`src/rtl/matrix_result_writer_if.sv`:
```
// Write port of the matrix result writer: one word per valid/ready transfer
// into the result memory.
interface matrix_result_writer_if #(
    parameter int DATA_W = 32,
    parameter int ADDR_W = 5
);
    logic              wr_en;
    logic              wr_ready;
    logic [ADDR_W-1:0] wr_addr;
    logic [DATA_W-1:0] wr_data;

    modport master (output wr_en, output wr_addr, output wr_data, input wr_ready);
    modport slave  (input wr_en, input wr_addr, input wr_data, output wr_ready);
endinterface

```
`src/rtl/matrix_result_writer.sv`:
```
// Write-back engine: captures a 5x5 inverse plus its diagonal scale factors
// in one cycle, then streams them into the result memory word by word.
// A zero scale factor marks the job singular and the memory write is skipped.
module matrix_result_writer #(
    parameter int DATA_W = 32,
    parameter int N      = 5,
    parameter int ADDR_W = 5
) (
    input  logic                    clk,
    input  logic                    reset,
    input  logic                    res_valid,
    input  logic [N*N*DATA_W-1:0]   res_flat,
    input  logic [N*DATA_W-1:0]     diag_flat,
    matrix_result_writer_if.master  wr,
    output logic                    busy,
    output logic                    done,
    output logic                    singular
);
    localparam logic [1:0] S_IDLE  = 2'd0;
    localparam logic [1:0] S_WRITE = 2'd1;
    localparam logic [1:0] S_DONE  = 2'd2;

    // Words per job: the inverse elements followed by the scale factors.
    localparam int              NW       = N * N + N;
    localparam logic [ADDR_W-1:0] LAST_IDX = ADDR_W'(NW - 1);

    logic [1:0]                   state_q, state_d;
    logic [ADDR_W-1:0]            idx_q, idx_d;
    logic [N*N-1:0][DATA_W-1:0]   res_q, res_d;
    logic [N-1:0][DATA_W-1:0]     diag_q, diag_d;
    logic                         singular_q, singular_d;
    logic                         diag_zero;
    logic [DATA_W-1:0]            word;
    logic                         in_write;

    assign in_write = (state_q == S_WRITE);

    // Full-width zero test of every incoming scale factor.
    always_comb begin
        diag_zero = 1'b0;
        for (int k = 0; k < N; k++) begin
            if (diag_flat[k*DATA_W +: DATA_W] == '0) diag_zero = 1'b1;
        end
    end

    // Select the captured word addressed by the current index.
    always_comb begin
        word = '0;
        for (int i = 0; i < N * N; i++) begin
            if (idx_q == ADDR_W'(i)) word = res_q[i];
        end
        for (int k = 0; k < N; k++) begin
            if (idx_q == ADDR_W'(N * N + k)) word = diag_q[k];
        end
    end

    // Next-state logic: capture in IDLE, stream in WRITE, one-cycle DONE.
    always_comb begin
        state_d    = state_q;
        idx_d      = idx_q;
        res_d      = res_q;
        diag_d     = diag_q;
        singular_d = singular_q;
        case (state_q)
            S_IDLE: begin
                if (res_valid) begin
                    res_d  = res_flat;
                    diag_d = diag_flat;
                    idx_d  = '0;
                    if (diag_zero) begin
                        // Status becomes visible together with done.
                        state_d    = S_DONE;
                        singular_d = 1'b1;
                    end else begin
                        state_d = S_WRITE;
                    end
                end
            end
            S_WRITE: begin
                if (wr.wr_ready) begin
                    if (idx_q == LAST_IDX) begin
                        state_d    = S_DONE;
                        singular_d = 1'b0;
                        idx_d      = '0;
                    end else begin
                        idx_d = idx_q + 1'b1;
                    end
                end
            end
            S_DONE:  state_d = S_IDLE;
            default: state_d = S_IDLE;
        endcase
    end

    // State and capture registers; reset aborts any job in flight.
    always_ff @(posedge clk or negedge reset) begin
        if (!reset) begin
            state_q    <= S_IDLE;
            idx_q      <= '0;
            res_q      <= '0;
            diag_q     <= '0;
            singular_q <= 1'b0;
        end else begin
            state_q    <= state_d;
            idx_q      <= idx_d;
            res_q      <= res_d;
            diag_q     <= diag_d;
            singular_q <= singular_d;
        end
    end

    // Outputs decode registered state only; the bus reads zero outside WRITE.
    assign wr.wr_en   = in_write;
    assign wr.wr_addr = in_write ? idx_q : '0;
    assign wr.wr_data = in_write ? word : '0;
    assign busy       = in_write;
    assign done       = (state_q == S_DONE);
    assign singular   = singular_q;

endmodule

```
`src/flat_wrapper.sv`:
```
// flat-port wrapper written by rule: the top's interface ports become plain ports
module matrix_result_writer_flat 
#(
    parameter int DATA_W = 32,
    parameter int N      = 5,
    parameter int ADDR_W = 5
)
  (clk, reset, res_valid, res_flat, diag_flat, busy, done, singular, wr_wr_en, wr_wr_addr, wr_wr_data, wr_wr_ready);
  matrix_result_writer_if #(.DATA_W(DATA_W), .ADDR_W(ADDR_W)) wr_i ();
  input  logic clk;
  input  logic reset;
  input  logic res_valid;
  input  logic [N*N*DATA_W-1:0] res_flat;
  input  logic [N*DATA_W-1:0] diag_flat;
  output logic busy;
  output logic done;
  output logic singular;
  output wire logic [$bits(wr_i.wr_en)-1:0] wr_wr_en;
  output wire logic [$bits(wr_i.wr_addr)-1:0] wr_wr_addr;
  output wire logic [$bits(wr_i.wr_data)-1:0] wr_wr_data;
  input wire logic [$bits(wr_i.wr_ready)-1:0] wr_wr_ready;
  assign wr_wr_en = wr_i.wr_en;
  assign wr_wr_addr = wr_i.wr_addr;
  assign wr_wr_data = wr_i.wr_data;
  assign wr_i.wr_ready = wr_wr_ready;
  matrix_result_writer #(.DATA_W(DATA_W), .N(N), .ADDR_W(ADDR_W)) u_core (.clk(clk), .reset(reset), .res_valid(res_valid), .res_flat(res_flat), .diag_flat(diag_flat), .wr(wr_i), .busy(busy), .done(done), .singular(singular));
endmodule
```
`config.mk`:
```
export PLATFORM = sky130hd
export DESIGN_NAME = matrix_result_writer_flat
export DESIGN_NICKNAME = d
export VERILOG_FILES = /design/src/rtl/matrix_result_writer_if.sv /design/src/rtl/matrix_result_writer.sv /design/src/flat_wrapper.sv
export SDC_FILE = /design/constraint.sdc
export NUM_CORES = 2
export LEC_CHECK = 0
export ABC_AREA = 1
export ABC_CLOCK_PERIOD_IN_PS = 4600
export CAP_MARGIN = 20
export CORE_AREA = 2 2 395 397
export CTS_CLUSTER_SIZE = 12
export DETAILED_ROUTE_END_ITERATION = 8
export DIE_AREA = 0 0 397 399
export PLACE_DENSITY = 0.62
export SKIP_CTS_REPAIR_TIMING = 1
export SLEW_MARGIN = 25
export SYNTH_ARGS = -nofsm -noshare
export SYNTH_HDL_FRONTEND = slang
export SYNTH_SLANG_ARGS = --single-unit
```
`constraint.sdc`:
```
create_clock -name clk -period 4.6 [get_ports clk]
set_clock_uncertainty 0.15 [all_clocks]
set_input_delay 0.69 -clock clk [delete_from_list [all_inputs] [get_ports clk]]
set_output_delay 0.69 -clock clk [all_outputs]
set_load 0.03 [all_outputs]
```
======== Word level (Yosys, flattened, before mapping) ========
Index checks and enable logic that the tools add are counted.
storage, ports and cells
  output and inout port bits .............. 41
  word-level logic and storage cells ...... 132
  register bits after elaboration ......... 968
  input port bits ......................... 964
operators by class
  eq/ne operators ......................... 35
  multiplexer cells ....................... 51
  reduce and logical (&&, ||, !) cells .... 12
  add/sub/neg operators ................... 1
operators by type and width
  operator                                                                 count
  32-bit 2-to-1 mux                                                        31
  32-bit logical NOT                                                       5
  5-bit == test, second input constant                                     14
  5-bit by 4-bit == test with 1-bit output, second input constant          8
  5-bit by 3-bit == test with 1-bit output, second input constant          4
  5-bit 2-to-1 mux                                                         4
  5-bit by 2-bit == test with 1-bit output, second input constant          2
  5-bit case mux with 2 select lines                                       1
  1-bit 2-to-1 mux                                                         9
  2-bit 2-to-1 mux                                                         4
  2-bit inequality test, second input constant                             3
  3-bit AND reduction                                                      2
  5-bit by 1-bit adder with 5-bit output, second input constant            1
  5-bit by 1-bit == test with 1-bit output, second input constant          1
  5-bit logical NOT                                                        1
  5-bit AND reduction                                                      1
  2-bit case mux with 2 select lines                                       1
  2-bit by 1-bit == test with 1-bit output, second input constant          1
  2-bit == test, second input constant                                     1
  2-bit logical NOT                                                        1
  2-bit by 1-bit inequality test with 1-bit output, second input constant  1
  1-bit case mux with 2 select lines                                       1
  2-bit AND reduction                                                      1
  2-bit nonzero test                                                       1

======== Depth between registers and ports, before layout ========
  depth in word-level cells ............... 32
  mapped depth ............................ 37
  depth with buffers taken out ............ 35

======== Least setup slack after synthesis ========
OpenSTA, ideal clock, no wires.
  path kind ............................... reg-to-output
  start ................................... reg u_core.idx_q[1]
  end ..................................... out wr_wr_data[6]
  data required time ...................... 3,760 ps
  cell stages (with the launch flop) ...... 38
  path buffers ............................ 2
  setup slack ............................. 499 ps
  arrival ................................. 3,261 ps
  cells stage by stage .................... dfrtp_1 -> inv_1 -> ha_1 -> buf_2 -> inv_1 -> nor2_1 -> nor2_4 -> buf_6 -> nand2_1 -> nand3_1 -> nand3_1 -> nand3b_1 -> nand2_1 -> nand2_1 -> nand2_1 -> nand3_1 -> nand3_1 -> nand2_1 -> [... 2 more ...] -> nand3_1 -> nand3_1 -> nand3_1 -> nand3_1 -> nand3_1 -> nand3_1 -> nand3_1 -> nand3_1 -> nand3_1 -> nand2_1 -> nand2_1 -> nand2_1 -> nand2_1 -> nand2_1 -> nand2_1 -> nand2_1 -> nand2_1 -> a21oi_1
between the ends
  word-level cells in the longest chain between the ends .. 32
  elaborated cells on any way between the ends .. 61
  those cells by class .................... 29 x eq/ne; 31 x mux; 1 x reduce/logical
ends and longest elaborated chain
  what                              RTL line                     RTL
  from (decl)                       matrix_result_writer.sv:28   logic [ADDR_W-1:0] idx_q, idx_d;
  from (signal assigned)            matrix_result_writer.sv:105  idx_q <= idx_d;
  5-bit logical NOT                 matrix_result_writer.sv:50   if (idx_q == ADDR_W'(i)) word = res_q[i];
  32-bit 2-to-1 mux (25 in series)  matrix_result_writer.sv:50
  32-bit 2-to-1 mux (4 in series)   matrix_result_writer.sv:53   if (idx_q == ADDR_W'(N * N + k)) word = diag_q[k];
  32-bit 2-to-1 mux (*)             matrix_result_writer.sv:53
  32-bit 2-to-1 mux (*)             matrix_result_writer.sv:115  assign wr.wr_data = in_write ? word : '0;
  to (decl)                         flat_wrapper.sv:20           output wire logic [$bits(wr_i.wr_data)-1:0] wr_wr_data;
Every way passes the cells marked *; elsewhere a longest branch is shown, timed or not.

======== Worst setup path in the final report ========
  start ................................... reg u_core.idx_q[0]
  end ..................................... out wr_wr_data[28]
The elaborated chain is that of the path after synthesis.

==> impl_metrics.csv <==
group,metric,value,unit
clock_tree,clk_latency,0.73,ns
power_and_ir_drop,pwr-share-clk,19.6,%
setup_path,crit_top_cell,"nand2_1",
grt,grt_pass1_vias,39994,
power_and_ir_drop,fin_total_pwr,46.0,mW
synthesis,yosys.area.top_type_share,51.7,%
clock_tree,cts_num_sinks,968,
floorplan,coreArea,154000,um^2
floorplan,dieWidth,397,um
synthesis,synthMuxAreaShare,22.1,%
power_and_ir_drop,p_seq_share,34.0,%
synthesis,synth.distinct_cells,41,
synthesis,ys_ff_latch,968,
setup_path,required,3.76,ns
setup_path,critPathArrivalTime,5.32,ns
sta,min_period,6.16,ns
setup_path,cpPeakStageDelay,0.46,ns
sta,rsz0062_at_grt,"true",
sta,whs,0.335,ns
power_and_ir_drop,p_per_area,684,nW/um^2
floorplan,initial_core_util,30.5,%
detailed_routing,vias,39944,
synthesis,synth_top_area_cell,"dfrtp_1",
floorplan,die_area,158000,um^2
clock_tree,cts_tree,"built",
synthesis,synth_fp_nets,5604,
synthesis,async_flop_share,100,%
setup_path,crit_path_end_kind,"output port",
sta,relSlewSlack,38.0,%
power_and_ir_drop,switching_share,40.0,%
sta,period_share,134,%
clock_tree,cts_buffers,112,
setup_path,crit_fanout,8,
grt,overflow,0,
run,maxCapViolations,0,
detailed_routing,drc,0,
placement,portBuffers,1004,
cells_and_area,fillCellCount,14740,
clock_tree,cts.reportedPaths.clkPinSlew,0.06,ns
cells_and_area,area_delta_synth_final,43.5,%
sta,slew_violations,0,
synthesis,yosysMostFrequentCell,"nand2_1",
floorplan,num_rows,144,
detailed_routing,antenna_left,0,
sta,hold_violations,0,
synthesis,synthTopCellsByCount,"nand2_1, dfrtp_1, mux2_2, nand3_1, inv_1",
sta,max_freq,162,MHz
synthesis,postSynthAreaPerCell,10.1,um^2
power_and_ir_drop,power_frac_comb,46.5,%
synthesis,synth-edff-count,0,
power_and_ir_drop,p_int,27.6,mW
clock_tree,cts.path.max_buffers,3,
setup_path,start_kind,"flop",
synthesis,ys_seq_area_share,51.7,%
power_and_ir_drop,ir_worst_vdd,0.352,mV
synthesis,synth_compound_area_share,4.08,%
detailed_routing,dr.pass1.iters,6,
synthesis,synth_fa_ha_area_share,0.134,%
worst_hold_path,min_path_type,"flop to flop",
synthesis,synth_cells,4635,
setup_path,worstSetupPathType,"flop to output port",
grt,grt_max_degree,115,
outcome,status,"finished with violations",
synthesis,synth_flop_cell,"dfrtp_1",
grt,grt_use_total,25.3,%
placement,hpwlAfterDp,162000,um
cells_and_area,fin_nets,6781,
placement,gp_congestion,0.977,
detailed_routing,via_per_inst,5.00,
synthesis,synthSimpleGateAreaFrac,17.4,%
detailed_routing,routed_wl,209000,um
synthesis,synth.area.top_cells,"dfrtp_1, mux2_2, nand2_1",
detailed_routing,wl_per_cell,26.2,um
floorplan,pin_count,1005,
setup_path,critPathSlowestCell,"dfrtp_2",
synthesis,syn_area,46800,um^2
synthesis,synth_top_family_by_area,"multiplexers",
synthesis,synth_xor_area_share,0.0187,%
power_and_ir_drop,p_switching,18.4,mW
grt,grt_pass1_wl,287000,um
detailed_routing,drt_iter0_markers,3282,
clock_tree,htree_levels,3,
floorplan,die_h,399,um
sta,worstMarginPinSlew,0.930,ns
synthesis,yosys_warnings,0,
outcome,violations,"negative setup slack",
sta,setup-violations-final,32,
cells_and_area,final_layout_size_suffix_gt1_share,33.9,%
clock_tree,clockRootBuffer,"clkbuf_16",
grt,antenna_found_initial,61,
sta,setup_slack,-1.56,ns
power_and_ir_drop,leakage,29.6,nW
power groups by stage:
stage          Sequential, mW  Combinational [mW]  Clock [mW]
2_1_floorplan            14.4                10.5           0
3_3_place_gp             15.5                18.9           0
3_5_place_dp             15.6                19.1           0
4_1_cts                  15.5                19.2        9.17
5_1_grt                  16.0                22.6        9.52
6_report                 15.6                21.4        9.01
layout make-up:
| type | instances | area (um^2) | share of cell area (%) |
|---|---|---|---|
| Inverter | 251 | 966 | 1.44 |
| Multi-Input combinational cell | 3134 | 22200 | 33.0 |
| Tap cell | 2044 | 2560 | 3.81 |
| Timing Repair Buffer | 1345 | 13500 | 20.1 |
| Sequential cell | 968 | 24200 | 36.1 |
| Antenna cell | 42 | 105 | 0.156 |
| Clock inverter | 45 | 455 | 0.678 |
| Clock buffer | 160 | 3200 | 4.77 |
path summary, 6_finish.rpt:
check,slack (ns),end,from,depth (start not counted)
worst max-delay path,-1.56,wr_wr_data[28],u_core.idx_q[0],35
worst min-delay path,0.34,u_core.diag_q[153],u_core.diag_q[153],2
worst max register to register,1.29,u_core.singular,u_core.idx_q[1],13
worst min register to register,0.34,u_core.diag_q[153],u_core.diag_q[153],2
max in group asynchronous,2.62,u_core.res_q[677],reset,3
min in group asynchronous,0.40,u_core.res_q[29],reset,2
layout by cell type, fill, tap and decap left out, types with 110 or more instances in the layout:
cell type	n
clkdlybuf4s50_1	971
dfrtp_1	964
mux2_2	918
nand2_1	906
buf_4	280
inv_1	226
nand3_1	219
o21ai_0	166
or2_2	166
nor2_1	165
nand3_2	129
clkbuf_16	119
a21oi_1	110
critical path: cells and delay by family (launching register included):
| family | cells | cell delay [ns] |
|---|---|---|
| adders and majority gates | 1 | 0.14 |
| buffers and inverters | 5 | 0.73 |
| DFF | 1 | 0.46 |
| and+or+nand+nor | 27 | 2.79 |
| AOI/OAI and AO/OA | 2 | 0.44 |
metrics by stage:
step	setup WS [ns]	util, %	TNS [ns]	cell area [um^2]	instances
after floorplan	0.499	-	0	46800	4635
after global placement	-1.42	39.9	-34.18	61300	7713
after detailed placement	-1.43	39.9	-35.42	61300	7713
after CTS	-2.27	42.3	-62.34	65000	7918
after global routing	-1.81	43.7	-54.37	67200	7985
final	-1.56	43.7	-45.31	67200	7989
per-layer routing:
layer | part of all wire, % | vias to the layer above | track usage (%) | wire, um
li1 | - | 17875 | - | -
met1 | 42 | 20036 | 33.4 | 87500
met2 | 46 | 1649 | 40.1 | 97100
met3 | 7.1 | 364 | 5.00 | 14800
met4 | 4.6 | 20 | 11.2 | 9640
met5 | 0.054 | - | 0 | 114
cells by family after synthesis:
logic type,Yosys count
muxes,918
DFF,968
and+or+nand+nor,1853
AOI/OAI and AO/OA,357
xor gates and xnor gates,1
buffers and inverters,533
adders and majority gates,5
flip-flops by register name, summed over array words and instances, names as in the netlist:
register and flops:
u_core.diag_q 160, u_core.idx_q 5, u_core.res_q 800, u_core.singular 1, u_core.state_q 2
Power figures use the tool's default switching activity.
